==> src/rtl/mem_pkg.sv <==
// Shared definitions for the burst initiator of the 16x8 synchronous memory port:
// geometry constants, read pipeline latency and the controller state encoding.
package mem_pkg;

  localparam int MEM_AW       = 4;
  localparam int MEM_DW       = 8;
  localparam int READ_LATENCY = 2;

  typedef enum logic [2:0] {
    IDLE  = 3'd0,
    WRITE = 3'd1,
    READ  = 3'd2,
    DRAIN = 3'd3,
    DONE  = 3'd4
  } state_e;

endpackage

==> src/rtl/mem_burst_rd_pipe.sv <==
// Read return path: a READ_LATENCY-deep valid shift register plus the rd_data
// capture register. flush_i (tied to reset) discards every beat in flight.
module mem_burst_rd_pipe
  import mem_pkg::*;
#(
  parameter int DW = MEM_DW
) (
  input  logic          clk,
  input  logic          flush_i,
  input  logic          issue_i,
  input  logic [DW-1:0] mem_dout_i,
  output logic          rd_valid_o,
  output logic [DW-1:0] rd_data_o,
  output logic          inflight_o
);

  logic [READ_LATENCY-1:0] vld_q;
  logic [DW-1:0]           rd_data_q;

  // Stage READ_LATENCY-2 marks the cycle in which mem_dout carries the beat.
  always_ff @(posedge clk) begin
    if (flush_i) begin
      vld_q     <= '0;
      rd_data_q <= '0;
    end else begin
      vld_q <= {vld_q[READ_LATENCY-2:0], issue_i};
      if (vld_q[READ_LATENCY-2]) rd_data_q <= mem_dout_i;
    end
  end

  assign rd_valid_o = vld_q[READ_LATENCY-1] && !flush_i;
  assign rd_data_o  = rd_data_q;
  assign inflight_o = |vld_q[READ_LATENCY-2:0];

endmodule

==> src/rtl/mem_burst_initiator.sv <==
// Burst initiator: accepts a request over valid/ready, then streams write beats
// into the memory or read beats out of it with addresses wrapping modulo 2**AW.
// Optional macro MEMBURST_CHECKSUM_EN adds a per-burst XOR checksum output csum.
//
// Handshakes: a transfer happens on a rising edge where valid && ready; ready
// never depends on valid, and a request's fields must stay stable until accepted.
module mem_burst_initiator
  import mem_pkg::*;
#(
  parameter int AW = MEM_AW,
  parameter int DW = MEM_DW
) (
  input  logic          clk,
  input  logic          rst,
  input  logic          req_valid,
  output logic          req_ready,
  input  logic          req_write,
  input  logic [AW-1:0] req_addr,
  input  logic [AW-1:0] req_len,
  input  logic          wr_valid,
  output logic          wr_ready,
  input  logic [DW-1:0] wr_data,
  output logic          rd_valid,
  output logic [DW-1:0] rd_data,
  output logic          done,
  output logic [AW-1:0] mem_addr,
  output logic [DW-1:0] mem_din,
  output logic          mem_we,
  input  logic [DW-1:0] mem_dout,
  output state_e        dbg_state
`ifdef MEMBURST_CHECKSUM_EN
  ,
  output logic [DW-1:0] csum
`endif
);

  state_e        state_q, state_d;
  logic [AW-1:0] addr_q, addr_d;
  logic [AW-1:0] rem_q, rem_d;
  logic          req_fire, wr_fire, rd_issue, rd_inflight;

  // Every output that can start or finish a transfer is gated by rst so the
  // reset cycle itself is quiet.
  assign req_ready = (state_q == IDLE) && !rst;
  assign req_fire  = req_ready && req_valid;
  assign wr_ready  = (state_q == WRITE) && !rst;
  assign wr_fire   = wr_ready && wr_valid;
  assign rd_issue  = (state_q == READ) && !rst;
  assign done      = (state_q == DONE) && !rst;
  assign mem_we    = wr_fire;
  assign mem_din   = (state_q == WRITE) ? wr_data : '0;
  assign mem_addr  = addr_q;
  assign dbg_state = state_q;

  always_ff @(posedge clk) begin
    if (rst) begin
      state_q <= IDLE;
      addr_q  <= '0;
      rem_q   <= '0;
    end else begin
      state_q <= state_d;
      addr_q  <= addr_d;
      rem_q   <= rem_d;
    end
  end

  always_comb begin
    state_d = state_q;
    addr_d  = addr_q;
    rem_d   = rem_q;
    case (state_q)
      IDLE: begin
        if (req_fire) begin
          addr_d  = req_addr;
          rem_d   = req_len;
          state_d = req_write ? WRITE : READ;
        end
      end
      WRITE: begin
        if (wr_fire) begin
          addr_d = addr_q + 1'b1;
          rem_d  = rem_q - 1'b1;
          if (rem_q == '0) state_d = DONE;
        end
      end
      READ: begin
        addr_d = addr_q + 1'b1;
        rem_d  = rem_q - 1'b1;
        if (rem_q == '0) state_d = DRAIN;
      end
      // Leave once the last beat is on rd_valid and nothing is behind it.
      DRAIN: begin
        if (rd_valid && !rd_inflight) state_d = DONE;
      end
      DONE:    state_d = IDLE;
      default: state_d = IDLE;
    endcase
  end

  mem_burst_rd_pipe #(.DW(DW)) u_rd_pipe (
    .clk        (clk),
    .flush_i    (rst),
    .issue_i    (rd_issue),
    .mem_dout_i (mem_dout),
    .rd_valid_o (rd_valid),
    .rd_data_o  (rd_data),
    .inflight_o (rd_inflight)
  );

`ifdef MEMBURST_CHECKSUM_EN
  logic [DW-1:0] csum_q;

  always_ff @(posedge clk) begin
    if (rst)           csum_q <= '0;
    else if (req_fire) csum_q <= '0;
    else if (wr_fire)  csum_q <= csum_q ^ wr_data;
    else if (rd_valid) csum_q <= csum_q ^ rd_data;
  end

  assign csum = csum_q;
`endif

endmodule

==> config.mk <==
export PLATFORM = sky130hd
export DESIGN_NAME = mem_burst_initiator
export DESIGN_NICKNAME = d
export VERILOG_FILES = /design/src/rtl/mem_pkg.sv /design/src/rtl/mem_burst_rd_pipe.sv /design/src/rtl/mem_burst_initiator.sv
export SDC_FILE = /design/constraint.sdc
export NUM_CORES = 1
export LEC_CHECK = 0
export ABC_CLOCK_PERIOD_IN_PS = 1700
export BUFFER_PORTS_ARGS = -buffer_cell sky130_fd_sc_hd__buf_2
export CORE_ASPECT_RATIO = 0.7
export CORE_UTILIZATION = 45
export DETAILED_ROUTE_END_ITERATION = 7
export MAX_ROUTING_LAYER = met4
export PLACE_DENSITY_LB_ADDON = 0.05
export SETUP_SLACK_MARGIN = 0.4
export SYNTH_ARGS = -nofsm -noshare
export SYNTH_HDL_FRONTEND = slang
export SYNTH_SLANG_ARGS = --single-unit
export TNS_END_PERCENT = 100
==> constraint.sdc <==
create_clock -name clk -period 1.7 [get_ports clk]
set_clock_uncertainty 0.05 [all_clocks]
set_input_delay 0 -clock clk [delete_from_list [all_inputs] [get_ports clk]]
set_output_delay 0 -clock clk [all_outputs]
set_load 0.03 [all_outputs]
# Word level (Yosys, flattened, before mapping)
# Cells that the tools add are included.
# Widths: inputs -> output; s select.
[word_totals]
elab_cells = 45
regBits = 21
out_inout_bits = 28
inputBits = 29
[classes]
addsub = 2
mux = 14
n_eq_ne = 9
reduce_logical = 15
[ops]
columns = ["cell", "count"]
rows = [
  ["$pmux 4 s3", 2],
  ["$mux 4", 4],
  ["$mux 3", 5],
  ["$pmux 3 s4", 1],
  ["$logic_and 1x1->1", 8],
  ["$mux 8", 1],
  ["$eq 3x2->1 const B", 2],
  ["$ne 2x2->1 const B", 3],
  ["$reduce_and 5->1", 1],
  ["$add 4x1->4 const B", 1],
  ["$logic_not 4->1", 1],
  ["$ne 2x1->1 const B", 2],
  ["$sub 4x1->4 const B", 1],
  ["$eq 3x1->1 const B", 1],
  ["$eq 3x3->1 const B", 1],
  ["$logic_not 3->1", 1],
  ["$reduce_and 3->1", 1],
  ["$reduce_bool 3->1", 1],
  ["$logic_not 1->1", 2],
  ["$mux 2", 1],
]

# Longest topological paths before layout
[depth]
depth_word = 5
ltp_mapped = 6
ltp_nobuf = 6

# Cells and area by module
# Synthesis repeated with hierarchy kept, for this count alone.
[unflattened]
cells_unflattened = 134
hier_area_um2 = 1242.4
[modules_own_cells]
columns = ["module", "area_per_inst_um2", "instances", "cells_each", "seq_area_each_um2"]
rows = [
  ["mem_burst_initiator", 897.1, 1, 103, 220.2],
  ["mem_burst_rd_pipe", 345.3, 1, 31, 200.2],
]

# Worst setup path before layout
# OpenSTA, ideal clock, no wires.
[synth_path]
path_type = "register to output"
startpoint = "register state_q[2], in the netlist dbg_state[2]"
endpoint = "output port done"
n_path_buf = 2
t_arrival_ps = 2066
path_stages_with_launch = 4
path_slack_ps = -416
required_time_ps = 1650
path_cell_list = "dfxtp_1 buf_2 clkbuf_1 nor4b_1"
[synth_via]
elab_chain_len = 2
[synth_lines]
columns = ["item", "line_no", "source"]
rows = [
  ["start: declaration", "mem_burst_initiator.sv:37", "state_e state_q, state_d;"],
  ["start signal: assignment", "mem_burst_initiator.sv:61", "state_q <= state_d;"],
  ["$eq 3x3->1", "mem_burst_initiator.sv:49", "assign done = (state_q == DONE) && !rst;"],
  ["$logic_and 1x1->1", "mem_burst_initiator.sv:49", ""],
  ["end: declaration", "mem_burst_initiator.sv:25", "output logic done,"],
]
# No other way between the ends.

# Worst setup path after layout
[layout_path]
startpoint = "register state_q[2], in the netlist dbg_state[2]"
endpoint = "output port mem_din[5]"
[layout_via]
elab_chain_len = 2
[layout_lines]
columns = ["item", "line_no", "source"]
rows = [
  ["$eq 3x1->1", "mem_burst_initiator.sv:51", "assign mem_din = (state_q == WRITE) ? wr_data : '0;"],
  ["$mux 8", "mem_burst_initiator.sv:51", ""],
  ["end: declaration", "mem_burst_initiator.sv:27", "output logic [DW-1:0] mem_din,"],
]
# No other way between the ends.

==> metrics.yaml <==
outcome:
  status: "finished, final reports clean"
clocking:
  cts_tree: "yes"
  clock-sinks: 21
  insertion_delay_ns: 0.27
  clk_pin_slew_worst_paths_ns: 0.08
  cts.root.buffer_cell: "clkbuf_8"
  cts_buffers: 3
  cts-htree-levels: 1
  clk_path_buf_depth: 2
yosys:
  ys_seq_area_frac: 0.362
  synth_edf_count: 0
  avgSynthCellArea_um2: 8.94
  ys_seq_elements: 21
  syn_nets: 161
  synth_warnings: 0
  netlist_area_um2: 1160
  synthArstFlopShare: 0
  yosysUniqueCellTypes: 34
  ys.flop_type: "dfxtp_1"
  netlist_instances: 130
timing:
  setup_violations: 0
  whs_ns: 0.0270
  slew_violations: 0
  setup_tns_ns: 0
  slew_headroom: 0.686
  hold_violations: 0
  finalCritPeriodShare: 0.944
  final.min_clock_period_ns: 1.61
  worstMarginPinSlew_ns: 0.470
  rsz0062_at_grt: "true"
  fmax_mhz: 623
die:
  core.rowCount: 15
  core_um2: 2460
  start_util: 0.473
  die-area_um2: 2790
  die_h_um: 44.5
  io-pin-count: 57
  die_w_um: 62.7
pwr:
  power.leakage_uw: 0.000944
  power.share.combinational: 0.645
  irDropWorstVdd_uv: 830
  swShare: 0.460
  clockPowerShare: 0.111
  p_sw_uw: 1430
  power_uw: 3120
  seqPwrFrac: 0.245
  power.density_nw_per_um2: 1410
  internal_power_uw: 1680
min_path:
  whs_endpoint: "mem_addr[3]$_SDFFE_PP0P_"
  holdCritStartpoint: "req_addr[3]"
  hp-class: "input port to flip-flop"
  min_path_cells: 3
place:
  gp_congestion: 0.860
  dp_hpwl_um: 2220
  io_buffers: 56
  dp.cells: 217
critical_path:
  cp-end-kind: "output pin"
  r2r_setup_slack_ns: 0.10
  r2r-end: "dbg_state[1]$_SDFFE_PP0P_"
  worstPathArrival_ns: 1.56
  rr_worst_depth: 6
  worstSetupPathType: "flip-flop to output pin"
  critPathMaxFanout: 8
  critPathLaunchType: "flip-flop"
  r2r-start: "rem_q[0]$_SDFFE_PP0P_"
  required_ns: 1.65
grt:
  grt_pass1_vias: 1211
  antenna_found_initial: 0
  grt_max_degree: 18
  grt_pass1_wl_um: 5860
  grtUsageTotal: 0.285
  grt_overflow: 0
finish:
  drive_gt1_frac: 0.589
  diodes: 0
  nets: 251
  final_cells: 253
  layout-area-overhead-vs-synth_pct: 89.6
routing:
  viasPerCell: 6.06
  route.met3.wl_um: 641
  dr.first_iter.drc_count: 85
  via_count: 1533
  drc: 0
  wl_met2_um: 2460
  post_drt_wl_per_cell_um: 21.0
  first_pass_iters: 5
  top_layer: "met4"
  wl_um: 5320
  ant_nets: 0
  wl_met1_um: 1960
run:
  drv_cap: 0
## final cells by class
type / instances / area [um^2]
inverters: 6 / 22.5
repair buffers: 94 / 693
flip-flops and latches: 21 / 434
multi-input cells: 94 / 966
well taps: 34 / 42.5
fillers: 105 / 255
clock buffers: 4 / 45.0
## synth_stat cells, types with 2 or more instances
| master | n | area share |
|---|---|---|
| nor3_1 | 7 | 0.030 |
| a31oi_1 | 2 | 0.011 |
| o41ai_1 | 4 | 0.030 |
| o21ai_0 | 6 | 0.026 |
| a21oi_1 | 4 | 0.017 |
| o21bai_1 | 2 | 0.013 |
| or3_1 | 2 | 0.011 |
| clkbuf_1 | 4 | 0.013 |
| and2_1 | 9 | 0.048 |
| o311ai_0 | 4 | 0.030 |
| nor2b_1 | 3 | 0.016 |
| ha_1 | 2 | 0.022 |
| nor3b_1 | 3 | 0.019 |
| buf_2 | 4 | 0.017 |
| buf_6 | 2 | 0.019 |
| dfxtp_1 | 21 | 0.36 |
| nor2_1 | 13 | 0.042 |
| inv_1 | 6 | 0.019 |
| mux2i_1 | 14 | 0.12 |
| a311oi_1 | 4 | 0.030 |
## worst max path at each step
| stage | start | endpoint | slack (ns) | cells past startpoint |
|---|---|---|---|---|
| after floorplan | dbg_state[0]$_SDFFE_PP0P_ | dbg_state[1]$_SDFFE_PP0P_ | 0.21 | 5 |
| after global placement | dbg_state[0]$_SDFFE_PP0P_ | rem_q[3]$_SDFFE_PP0P_ | 0.15 | 5 |
| after detailed placement | rem_q[0]$_SDFFE_PP0P_ | dbg_state[1]$_SDFFE_PP0P_ | 0.1 | 6 |
| after CTS | dbg_state[0]$_SDFFE_PP0P_ | mem_addr[0]$_SDFFE_PP0P_ | 0.14 | 4 |
| after global routing | rem_q[0]$_SDFFE_PP0P_ | dbg_state[1]$_SDFFE_PP0P_ | 0.09 | 6 |
| final | dbg_state[2]$_SDFFE_PP0P_ | mem_din[5] | 0.09 | 4 |
## worst max-delay path: stages (launching register included)
cell,delay (ns)
dfxtp_4,0.39
buf_4,0.15
nor3b_4,0.36
and2_4,0.24
buf_6,0.13
## through the flow
stage,instance area [um^2],util,setup slack (ns)
after CTS,1980,0.804,0.143
after global placement,1550,0.629,0.151
after floorplan,1230,-,0.209
final,2200,0.896,0.0944
after detailed placement,1550,0.629,0.0972
after global routing,2200,0.896,0.0868
## layer usage
metal,up-vias,GRT usage
met5,-,-
met4,0,0.0791
met3,29,0.0773
met2,126,0.483
met1,716,0.338
li1,662,-
## kinds of logic (layout without fill, tap and decap cells)
logic type | Yosys count | count (layout) | synth area share
and+or+nand+nor | 46 | 47 | 0.222
AOI/OAI and AO/OA | 30 | 30 | 0.192
DFF | 21 | 21 | 0.362
buffers and inverters | 16 | 104 | 0.0689
muxes | 14 | 14 | 0.121
adders and majority gates | 2 | 2 | 0.0215
xor gates and xnor gates | 1 | 1 | 0.0140
## state kept, by name, indices dropped and copies added (netlist names)
signal,count
dbg_state,3
mem_addr,4
rem_q,4
u_rd_pipe.rd_data_o,8
u_rd_pipe.vld_q,2
## cells in the final DEF, fill, tap and decap left out, drive strengths merged, types with 3 or more instances in the layout
master	count
buf	82
o41ai	4
mux2i	14
nor3	8
inv	6
o311ai	4
a21oi	4
a311oi	4
o21ai	6
dfxtp	21
dlygate4sd3	12
nor3b	4
nor2	14
nor2b	3
clkbuf	4
and2	9
## power groups by stage
stage | Clock [uW] | Sequential (uW) | Combinational (uW)
2_1_floorplan | 0 | 787 | 837
6_report | 345 | 763 | 2010
4_1_cts | 343 | 730 | 1610
3_3_place_gp | 0 | 726 | 1150
3_5_place_dp | 0 | 733 | 1170
5_1_grt | 361 | 766 | 2090
## repair_timing
item / in CTS / in global routing
hold endpoints to repair: 12 / 0
endpoints found under the setup margin: 23 / 23
resized for setup: 38 / 45
setup buffers: 13 / 5
pin swaps: 2 / 12
hold buffers: 12 / 0
gates cloned: 1 / 1
No activity file was read; power rests on OpenSTA's default activity.
